### src/rtl/apb_master_bridge_if.sv
// Command/response stream plus APB4 signal set for apb_master_bridge.
// The master modport is the bridge's view; the slave modport is the environment's.
interface apb_master_bridge_if #(
    parameter int unsigned ADDR_W = 32,
    parameter int unsigned DATA_W = 32
);
    localparam int unsigned STRB_W = DATA_W / 8;

    logic              cmd_valid;
    logic              cmd_ready;
    logic              cmd_write;
    logic [ADDR_W-1:0] cmd_addr;
    logic [DATA_W-1:0] cmd_wdata;
    logic [STRB_W-1:0] cmd_strb;
    logic [2:0]        cmd_prot;

    logic              rsp_valid;
    logic              rsp_ready;
    logic [DATA_W-1:0] rsp_rdata;
    logic              rsp_err;
    logic              rsp_timeout;

    logic              psel;
    logic              penable;
    logic              pwrite;
    logic [ADDR_W-1:0] paddr;
    logic [DATA_W-1:0] pwdata;
    logic [STRB_W-1:0] pstrb;
    logic [2:0]        pprot;
    logic [DATA_W-1:0] prdata;
    logic              pready;
    logic              pslverr;

    modport master (
        input  cmd_valid, cmd_write, cmd_addr, cmd_wdata, cmd_strb, cmd_prot,
        output cmd_ready,
        output rsp_valid, rsp_rdata, rsp_err, rsp_timeout,
        input  rsp_ready,
        output psel, penable, pwrite, paddr, pwdata, pstrb, pprot,
        input  prdata, pready, pslverr
    );

    modport slave (
        output cmd_valid, cmd_write, cmd_addr, cmd_wdata, cmd_strb, cmd_prot,
        input  cmd_ready,
        input  rsp_valid, rsp_rdata, rsp_err, rsp_timeout,
        output rsp_ready,
        input  psel, penable, pwrite, paddr, pwdata, pstrb, pprot,
        output prdata, pready, pslverr
    );
endinterface

### src/rtl/apb_master_bridge.sv
// APB4 master: one valid/ready command becomes one APB transfer with an optional
// wait-state timeout; the response is held until the requester accepts it.
module apb_master_bridge #(
    parameter int unsigned ADDR_W  = 32,
    parameter int unsigned DATA_W  = 32,
    parameter int unsigned TIMEOUT = 16
) (
    input logic              pclk,
    input logic              preset,
    apb_master_bridge_if.master bus
);
    localparam int unsigned STRB_W = DATA_W / 8;
    localparam int unsigned CNT_W  = (TIMEOUT > 0) ? $clog2(TIMEOUT + 1) : 1;
    localparam logic [CNT_W-1:0] CNT_LAST = CNT_W'((TIMEOUT > 0) ? TIMEOUT - 1 : 0);
    localparam logic [CNT_W-1:0] CNT_SAT  = '1;

    typedef enum logic [1:0] {StIdle, StSetup, StAccess, StResp} state_e;

    state_e            state_q, state_d;
    logic              psel_q, psel_d;
    logic              penable_q, penable_d;
    logic              pwrite_q, pwrite_d;
    logic [ADDR_W-1:0] paddr_q, paddr_d;
    logic [DATA_W-1:0] pwdata_q, pwdata_d;
    logic [STRB_W-1:0] pstrb_q, pstrb_d;
    logic [2:0]        pprot_q, pprot_d;
    logic              rsp_valid_q, rsp_valid_d;
    logic [DATA_W-1:0] rsp_rdata_q, rsp_rdata_d;
    logic              rsp_err_q, rsp_err_d;
    logic              rsp_timeout_q, rsp_timeout_d;
    logic [CNT_W-1:0]  cnt_q, cnt_d;

    always_ff @(posedge pclk) begin
        if (preset) begin
            state_q       <= StIdle;
            psel_q        <= 1'b0;
            penable_q     <= 1'b0;
            pwrite_q      <= 1'b0;
            paddr_q       <= '0;
            pwdata_q      <= '0;
            pstrb_q       <= '0;
            pprot_q       <= '0;
            rsp_valid_q   <= 1'b0;
            rsp_rdata_q   <= '0;
            rsp_err_q     <= 1'b0;
            rsp_timeout_q <= 1'b0;
            cnt_q         <= '0;
        end else begin
            state_q       <= state_d;
            psel_q        <= psel_d;
            penable_q     <= penable_d;
            pwrite_q      <= pwrite_d;
            paddr_q       <= paddr_d;
            pwdata_q      <= pwdata_d;
            pstrb_q       <= pstrb_d;
            pprot_q       <= pprot_d;
            rsp_valid_q   <= rsp_valid_d;
            rsp_rdata_q   <= rsp_rdata_d;
            rsp_err_q     <= rsp_err_d;
            rsp_timeout_q <= rsp_timeout_d;
            cnt_q         <= cnt_d;
        end
    end

    always_comb begin
        state_d       = state_q;
        psel_d        = psel_q;
        penable_d     = penable_q;
        pwrite_d      = pwrite_q;
        paddr_d       = paddr_q;
        pwdata_d      = pwdata_q;
        pstrb_d       = pstrb_q;
        pprot_d       = pprot_q;
        rsp_valid_d   = rsp_valid_q;
        rsp_rdata_d   = rsp_rdata_q;
        rsp_err_d     = rsp_err_q;
        rsp_timeout_d = rsp_timeout_q;
        cnt_d         = cnt_q;

        case (state_q)
            StIdle: begin
                if (bus.cmd_valid) begin
                    paddr_d  = bus.cmd_addr;
                    pwrite_d = bus.cmd_write;
                    pwdata_d = bus.cmd_wdata;
                    pprot_d  = bus.cmd_prot;
                    // APB4 requires pstrb low on reads
                    pstrb_d  = bus.cmd_write ? bus.cmd_strb : '0;
                    psel_d   = 1'b1;
                    state_d  = StSetup;
                end
            end
            StSetup: begin
                penable_d = 1'b1;
                cnt_d     = '0;
                state_d   = StAccess;
            end
            StAccess: begin
                if (bus.pready) begin
                    rsp_rdata_d   = pwrite_q ? '0 : bus.prdata;
                    rsp_err_d     = bus.pslverr;
                    rsp_timeout_d = 1'b0;
                    rsp_valid_d   = 1'b1;
                    psel_d        = 1'b0;
                    penable_d     = 1'b0;
                    state_d       = StResp;
                end else begin
                    if (cnt_q != CNT_SAT) begin
                        cnt_d = cnt_q + CNT_W'(1);
                    end
                    if ((TIMEOUT != 0) && (cnt_q == CNT_LAST)) begin
                        rsp_rdata_d   = '0;
                        rsp_err_d     = 1'b1;
                        rsp_timeout_d = 1'b1;
                        rsp_valid_d   = 1'b1;
                        psel_d        = 1'b0;
                        penable_d     = 1'b0;
                        state_d       = StResp;
                    end
                end
            end
            StResp: begin
                if (bus.rsp_ready) begin
                    rsp_valid_d = 1'b0;
                    state_d     = StIdle;
                end
            end
            default: state_d = StIdle;
        endcase
    end

    assign bus.cmd_ready   = (state_q == StIdle);
    assign bus.rsp_valid   = rsp_valid_q;
    assign bus.rsp_rdata   = rsp_rdata_q;
    assign bus.rsp_err     = rsp_err_q;
    assign bus.rsp_timeout = rsp_timeout_q;
    assign bus.psel        = psel_q;
    assign bus.penable     = penable_q;
    assign bus.pwrite      = pwrite_q;
    assign bus.paddr       = paddr_q;
    assign bus.pwdata      = pwdata_q;
    assign bus.pstrb       = pstrb_q;
    assign bus.pprot       = pprot_q;
endmodule

### src/flat_wrapper.sv
// flat-port wrapper written by rule: the top's interface ports become plain ports
module apb_master_bridge_flat 
#(
    parameter int unsigned ADDR_W  = 32,
    parameter int unsigned DATA_W  = 32,
    parameter int unsigned TIMEOUT = 16
)
  (pclk, preset, bus_cmd_valid, bus_cmd_write, bus_cmd_addr, bus_cmd_wdata, bus_cmd_strb, bus_cmd_prot, bus_cmd_ready, bus_rsp_valid, bus_rsp_rdata, bus_rsp_err, bus_rsp_timeout, bus_rsp_ready, bus_psel, bus_penable, bus_pwrite, bus_paddr, bus_pwdata, bus_pstrb, bus_pprot, bus_prdata, bus_pready, bus_pslverr);
  apb_master_bridge_if #(.ADDR_W(ADDR_W), .DATA_W(DATA_W)) bus_i ();
  input logic pclk;
  input logic preset;
  input wire logic [$bits(bus_i.cmd_valid)-1:0] bus_cmd_valid;
  input wire logic [$bits(bus_i.cmd_write)-1:0] bus_cmd_write;
  input wire logic [$bits(bus_i.cmd_addr)-1:0] bus_cmd_addr;
  input wire logic [$bits(bus_i.cmd_wdata)-1:0] bus_cmd_wdata;
  input wire logic [$bits(bus_i.cmd_strb)-1:0] bus_cmd_strb;
  input wire logic [$bits(bus_i.cmd_prot)-1:0] bus_cmd_prot;
  output wire logic [$bits(bus_i.cmd_ready)-1:0] bus_cmd_ready;
  output wire logic [$bits(bus_i.rsp_valid)-1:0] bus_rsp_valid;
  output wire logic [$bits(bus_i.rsp_rdata)-1:0] bus_rsp_rdata;
  output wire logic [$bits(bus_i.rsp_err)-1:0] bus_rsp_err;
  output wire logic [$bits(bus_i.rsp_timeout)-1:0] bus_rsp_timeout;
  input wire logic [$bits(bus_i.rsp_ready)-1:0] bus_rsp_ready;
  output wire logic [$bits(bus_i.psel)-1:0] bus_psel;
  output wire logic [$bits(bus_i.penable)-1:0] bus_penable;
  output wire logic [$bits(bus_i.pwrite)-1:0] bus_pwrite;
  output wire logic [$bits(bus_i.paddr)-1:0] bus_paddr;
  output wire logic [$bits(bus_i.pwdata)-1:0] bus_pwdata;
  output wire logic [$bits(bus_i.pstrb)-1:0] bus_pstrb;
  output wire logic [$bits(bus_i.pprot)-1:0] bus_pprot;
  input wire logic [$bits(bus_i.prdata)-1:0] bus_prdata;
  input wire logic [$bits(bus_i.pready)-1:0] bus_pready;
  input wire logic [$bits(bus_i.pslverr)-1:0] bus_pslverr;
  assign bus_i.cmd_valid = bus_cmd_valid;
  assign bus_i.cmd_write = bus_cmd_write;
  assign bus_i.cmd_addr = bus_cmd_addr;
  assign bus_i.cmd_wdata = bus_cmd_wdata;
  assign bus_i.cmd_strb = bus_cmd_strb;
  assign bus_i.cmd_prot = bus_cmd_prot;
  assign bus_cmd_ready = bus_i.cmd_ready;
  assign bus_rsp_valid = bus_i.rsp_valid;
  assign bus_rsp_rdata = bus_i.rsp_rdata;
  assign bus_rsp_err = bus_i.rsp_err;
  assign bus_rsp_timeout = bus_i.rsp_timeout;
  assign bus_i.rsp_ready = bus_rsp_ready;
  assign bus_psel = bus_i.psel;
  assign bus_penable = bus_i.penable;
  assign bus_pwrite = bus_i.pwrite;
  assign bus_paddr = bus_i.paddr;
  assign bus_pwdata = bus_i.pwdata;
  assign bus_pstrb = bus_i.pstrb;
  assign bus_pprot = bus_i.pprot;
  assign bus_i.prdata = bus_prdata;
  assign bus_i.pready = bus_pready;
  assign bus_i.pslverr = bus_pslverr;
  apb_master_bridge #(.ADDR_W(ADDR_W), .DATA_W(DATA_W), .TIMEOUT(TIMEOUT)) u_core (.pclk(pclk), .preset(preset), .bus(bus_i));
endmodule
### config.mk
export PLATFORM = sky130hd
export DESIGN_NAME = apb_master_bridge_flat
export DESIGN_NICKNAME = d
export VERILOG_FILES = /design/src/rtl/apb_master_bridge_if.sv /design/src/rtl/apb_master_bridge.sv /design/src/flat_wrapper.sv
export SDC_FILE = /design/constraint.sdc
export NUM_CORES = 1
export LEC_CHECK = 0
export ABC_AREA = 1
export BUFFER_PORTS_ARGS = -buffer_cell sky130_fd_sc_hd__clkbuf_2
export CAP_MARGIN = 5
export CORE_MARGIN = 2
export CORE_UTILIZATION = 35
export CTS_CLUSTER_SIZE = 30
export DETAILED_ROUTE_END_ITERATION = 8
export PLACE_DENSITY = 0.72
export SLEW_MARGIN = 5
export SYNTH_ARGS = -nofsm -noshare
export SYNTH_HDL_FRONTEND = slang
export SYNTH_SLANG_ARGS = --single-unit
### constraint.sdc
create_clock -name pclk -period 4.2 [get_ports pclk]
set_input_delay 0.42 -clock pclk [delete_from_list [all_inputs] [get_ports pclk]]
set_output_delay 0.42 -clock pclk [all_outputs]
set_load 0.005 [all_outputs]
==> results.tsv <==
stage	metric	value	unit
clock_tree	clkLatencyLatePin	400	ps
clock_tree	clkSlewWorstSetupHoldPaths	50	ps
place	place_area	5450	um2
setup_path	slowest_delay	400	ps
timing	drv_slew	0	
final_layout	final.fill_count	1179	
hold_path	holdPathEnd	u_core.bus.pstrb[2]	
timing	period_share	45.6	%
setup_path	cpLargestDelayFamily	simple AND/OR/NAND/NOR gates	
clock_tree	post_cts_buffers	0	
synthesis	yosys.area.top_type	dfxtp_1	
setup_path	r2r_cells	8	
die	die_area	13300	um2
grt	grt_pass1_wl	17.4	mm
die	ios	220	
hold_path	hold_path_depth	3	
final_layout	layout.nets	867	
power	vdd_drop_max	0.292	mV
final_layout	fin_area	6110	um2
setup_path	r2r-start	u_core.cnt_q[0]	
power	clockPowerShare	38.9	%
power	comb_power_share	25.7	%
power	p_int	2920	uW
power	share_seq_of_total_power	35.5	%
die	initial_core_util	36.0	%
setup_path	crit_buf_inv	1	
power	power_leakage	0.00288	uW
synthesis	ys_top_cells_by_area	dfxtp_1, nor2_1, nand2_1	
setup_path	r2r_setup_slack	2280	ps
run_status	outcome	complete, no violations	
timing	max_freq	522	MHz
route	wl_per_cell	11.9	um
setup_path	required	4530	ps
final_layout	drive_gt1_share	36.4	%
timing	finClkSkew	4.26	ps
clock_tree	cts_tree	yes	
setup_path	critPathMaxFanout	32	
hold_path	min_from	bus_cmd_strb[2]	
clock_tree	cts_max_level	4	
timing	fin_tns_setup	0	ps
route	dr_total_vias	4224	
grt	track_usage	16.7	%
clock_tree	clockBufferDepth	2	
synthesis	yosysMostFrequentCell	nor2_1	
clock_tree	cts_sinks	116	
power	power.switching	1260	uW
clock_tree	numCtsBuffers	17	
synthesis	synthArstFlopShare	0	%
timing	fin_crit	1920	ps
power	pwr_density_cell	684	nW/um2
clock_tree	hold_buffers	0	
setup_path	cp_cell_sequence	ha_1 -> and3_1 -> ha_1 -> nor2_1 -> nor2_2 -> inv_2 -> nand2_1 -> a21oi_2	
route	via_per_inst	4.54	
route	dr.pass1.iters	5	
synthesis	synth_edf_count	0	
synthesis	yosys_warnings	0	
timing	final-hold-violation-count	0	
grt	antenna_found_initial	0	
timing	setup_viol	0	
synthesis	synth.cell_area	4340	um2
die	die_y	115	um
clock_tree	root_buffer	clkbuf_16	
power	swShare	30.2	%
synthesis	netlist_top_cells_count	nor2_1, dfxtp_1, nand2_1	
setup_path	crit_type	reg -> reg	
clock_tree	cts_resized	0	
setup_path	rr_endpoint	u_core.bus.rsp_rdata[8]	
die	rows	40	
synthesis	netlist_instances	544	
place	portBuffers	219	
setup_path	cpMostUsedCell	ha_1	
grt	grt_pass1_vias	3820	
route	ant_nets	0	
setup_path	worstSetupStartpointType	register	
final_layout	syn_to_final_growth	40.9	%
timing	max_slew_margin	38.7	%
route	drt-initial-drc-count	338	
setup_path	crit_slowest_cell	inv_2	
timing	worst_pin_slew	920	ps
synthesis	synth_top_area_share	53.5	%
grt	grt_max_degree	75	
die	die-width	115	um
synthesis	ys_seq_area_share	53.5	%
synthesis	ys_ff_latch	116	
synthesis	synth_flop_cell	dfxtp_1	
route	drt_wl_total	11.1	mm
route	drc	0	
setup_path	worstPathArrival	2250	ps
place	place_congestion	0.722	
place	hpwl	7.75	mm
timing	rsz0062_at_grt	false	
hold_path	hold_path_class	in -> reg	
synthesis	synth.net_count	660	
final_layout	diodes	0	
synthesis	synth_cell_type_count	27	
die	core_area	12100	um2
setup_path	endpoint_kind	register	
timing	whs	245	ps
grt	grt_overflow	0	
flow_run	cap_violations	0	
synthesis	avgSynthCellArea	7.97	um2
==> routing by layer <==
layer / up-vias / wire [um] / GRT usage, %
met5: - / 0 / 0
met4: 0 / 175 / 7.31
met3: 17 / 1260 / 8.33
met2: 179 / 5110 / 27.9
met1: 1871 / 4570 / 17.7
li1: 2157 / - / -
==> power by group through the flow <==
stage	logic [uW]	registers, uW	clock network, uW
after detailed placement	1090	1500	0
after CTS	1090	1480	1650
after floorplan	704	1520	0
after global placement	1080	1500	0
final	1070	1480	1620
after global routing	1230	1510	1710
==> per-stage QoR <==
step	setup WS, ps	cells	total power (uW)	utilization, %
5_1_grt	2050	931	4450	50.6
3_3_place_gp	2160	900	2580	45.1
6_report	2280	931	4180	50.6
4_1_cts	2240	931	4230	50.6
2_1_floorplan	2670	544	2220	-
3_5_place_dp	2190	900	2590	45.1
==> flip-flops by register name (all words and copies together), names as in the netlist <==
register                count
u_core.bus.paddr           32
u_core.bus.pwdata          32
u_core.bus.rsp_rdata       32
u_core.cnt_q                5
u_core.bus.pstrb            4
u_core.bus.pprot            3
u_core.state_q              2
u_core.bus.penable          1
u_core.bus.psel             1
u_core.bus.pwrite           1
u_core.bus.rsp_err          1
u_core.bus.rsp_timeout      1
u_core.bus.rsp_valid        1
==> placed cells by master (no fill, tap or decap), types with 2 or more instances in the layout <==
master	count
inv_1	10
bufinv_16	6
nor2_1	147
buf_4	3
clkbuf_8	2
clkinv_2	3
ha_1	6
inv_2	4
nand2_1	92
nand3_1	5
a21oi_2	14
o21ai_0	68
nor2_2	2
clkbuf_1	2
a21oi_1	32
dfxtp_1	116
clkbuf_2	219
nand4_1	2
nand2_2	4
clkbuf_16	17
==> worst register-to-register path, delay by kind of cell (launching register included) <==
| family | cells | cell delay, ps |
|---|---|---|
| and+or+nand+nor | 4 | 570 |
| adders and majority gates | 2 | 410 |
| buffers and inverters | 1 | 400 |
| DFF | 1 | 330 |
| AOI/OAI and AO/OA | 1 | 140 |
==> worst max-delay path by stage <==
stage,startpoint,to,slack [ps],cells past startpoint
floorplan,u_core.cnt_q[0],u_core.bus.rsp_rdata[11],2670,9
global placement,preset,u_core.bus.pwdata[0],2160,5
detailed placement,preset,u_core.bus.pwdata[0],2190,5
CTS,u_core.cnt_q[0],u_core.bus.rsp_rdata[13],2240,8
global route,u_core.cnt_q[0],u_core.bus.rsp_rdata[2],2050,8
finish,u_core.cnt_q[0],u_core.bus.rsp_rdata[8],2280,8
==> final cells by class <==
type	count	area (um2)	area share (%)
Tap cell	168	210	3.44
Inverter	14	52.6	0.860
Clock inverter	10	203	3.32
Multi-Input combinational cell	380	1740	28.5
Clock buffer	21	460	7.54
Timing Repair Buffer	222	1120	18.3
Sequential cell	116	2320	38.0
==> cell families after synthesis <==
group / after synthesis / synth area share, %
AO/OA/AOI/OAI: 117 / 14.8
adder cells (fa/ha/maj): 6 / 1.73
flip-flops: 116 / 53.5
buffers and inverters: 48 / 6.35
AND/OR/NAND/NOR: 257 / 23.6
Note: power is estimated with default switching activity, not from simulation.
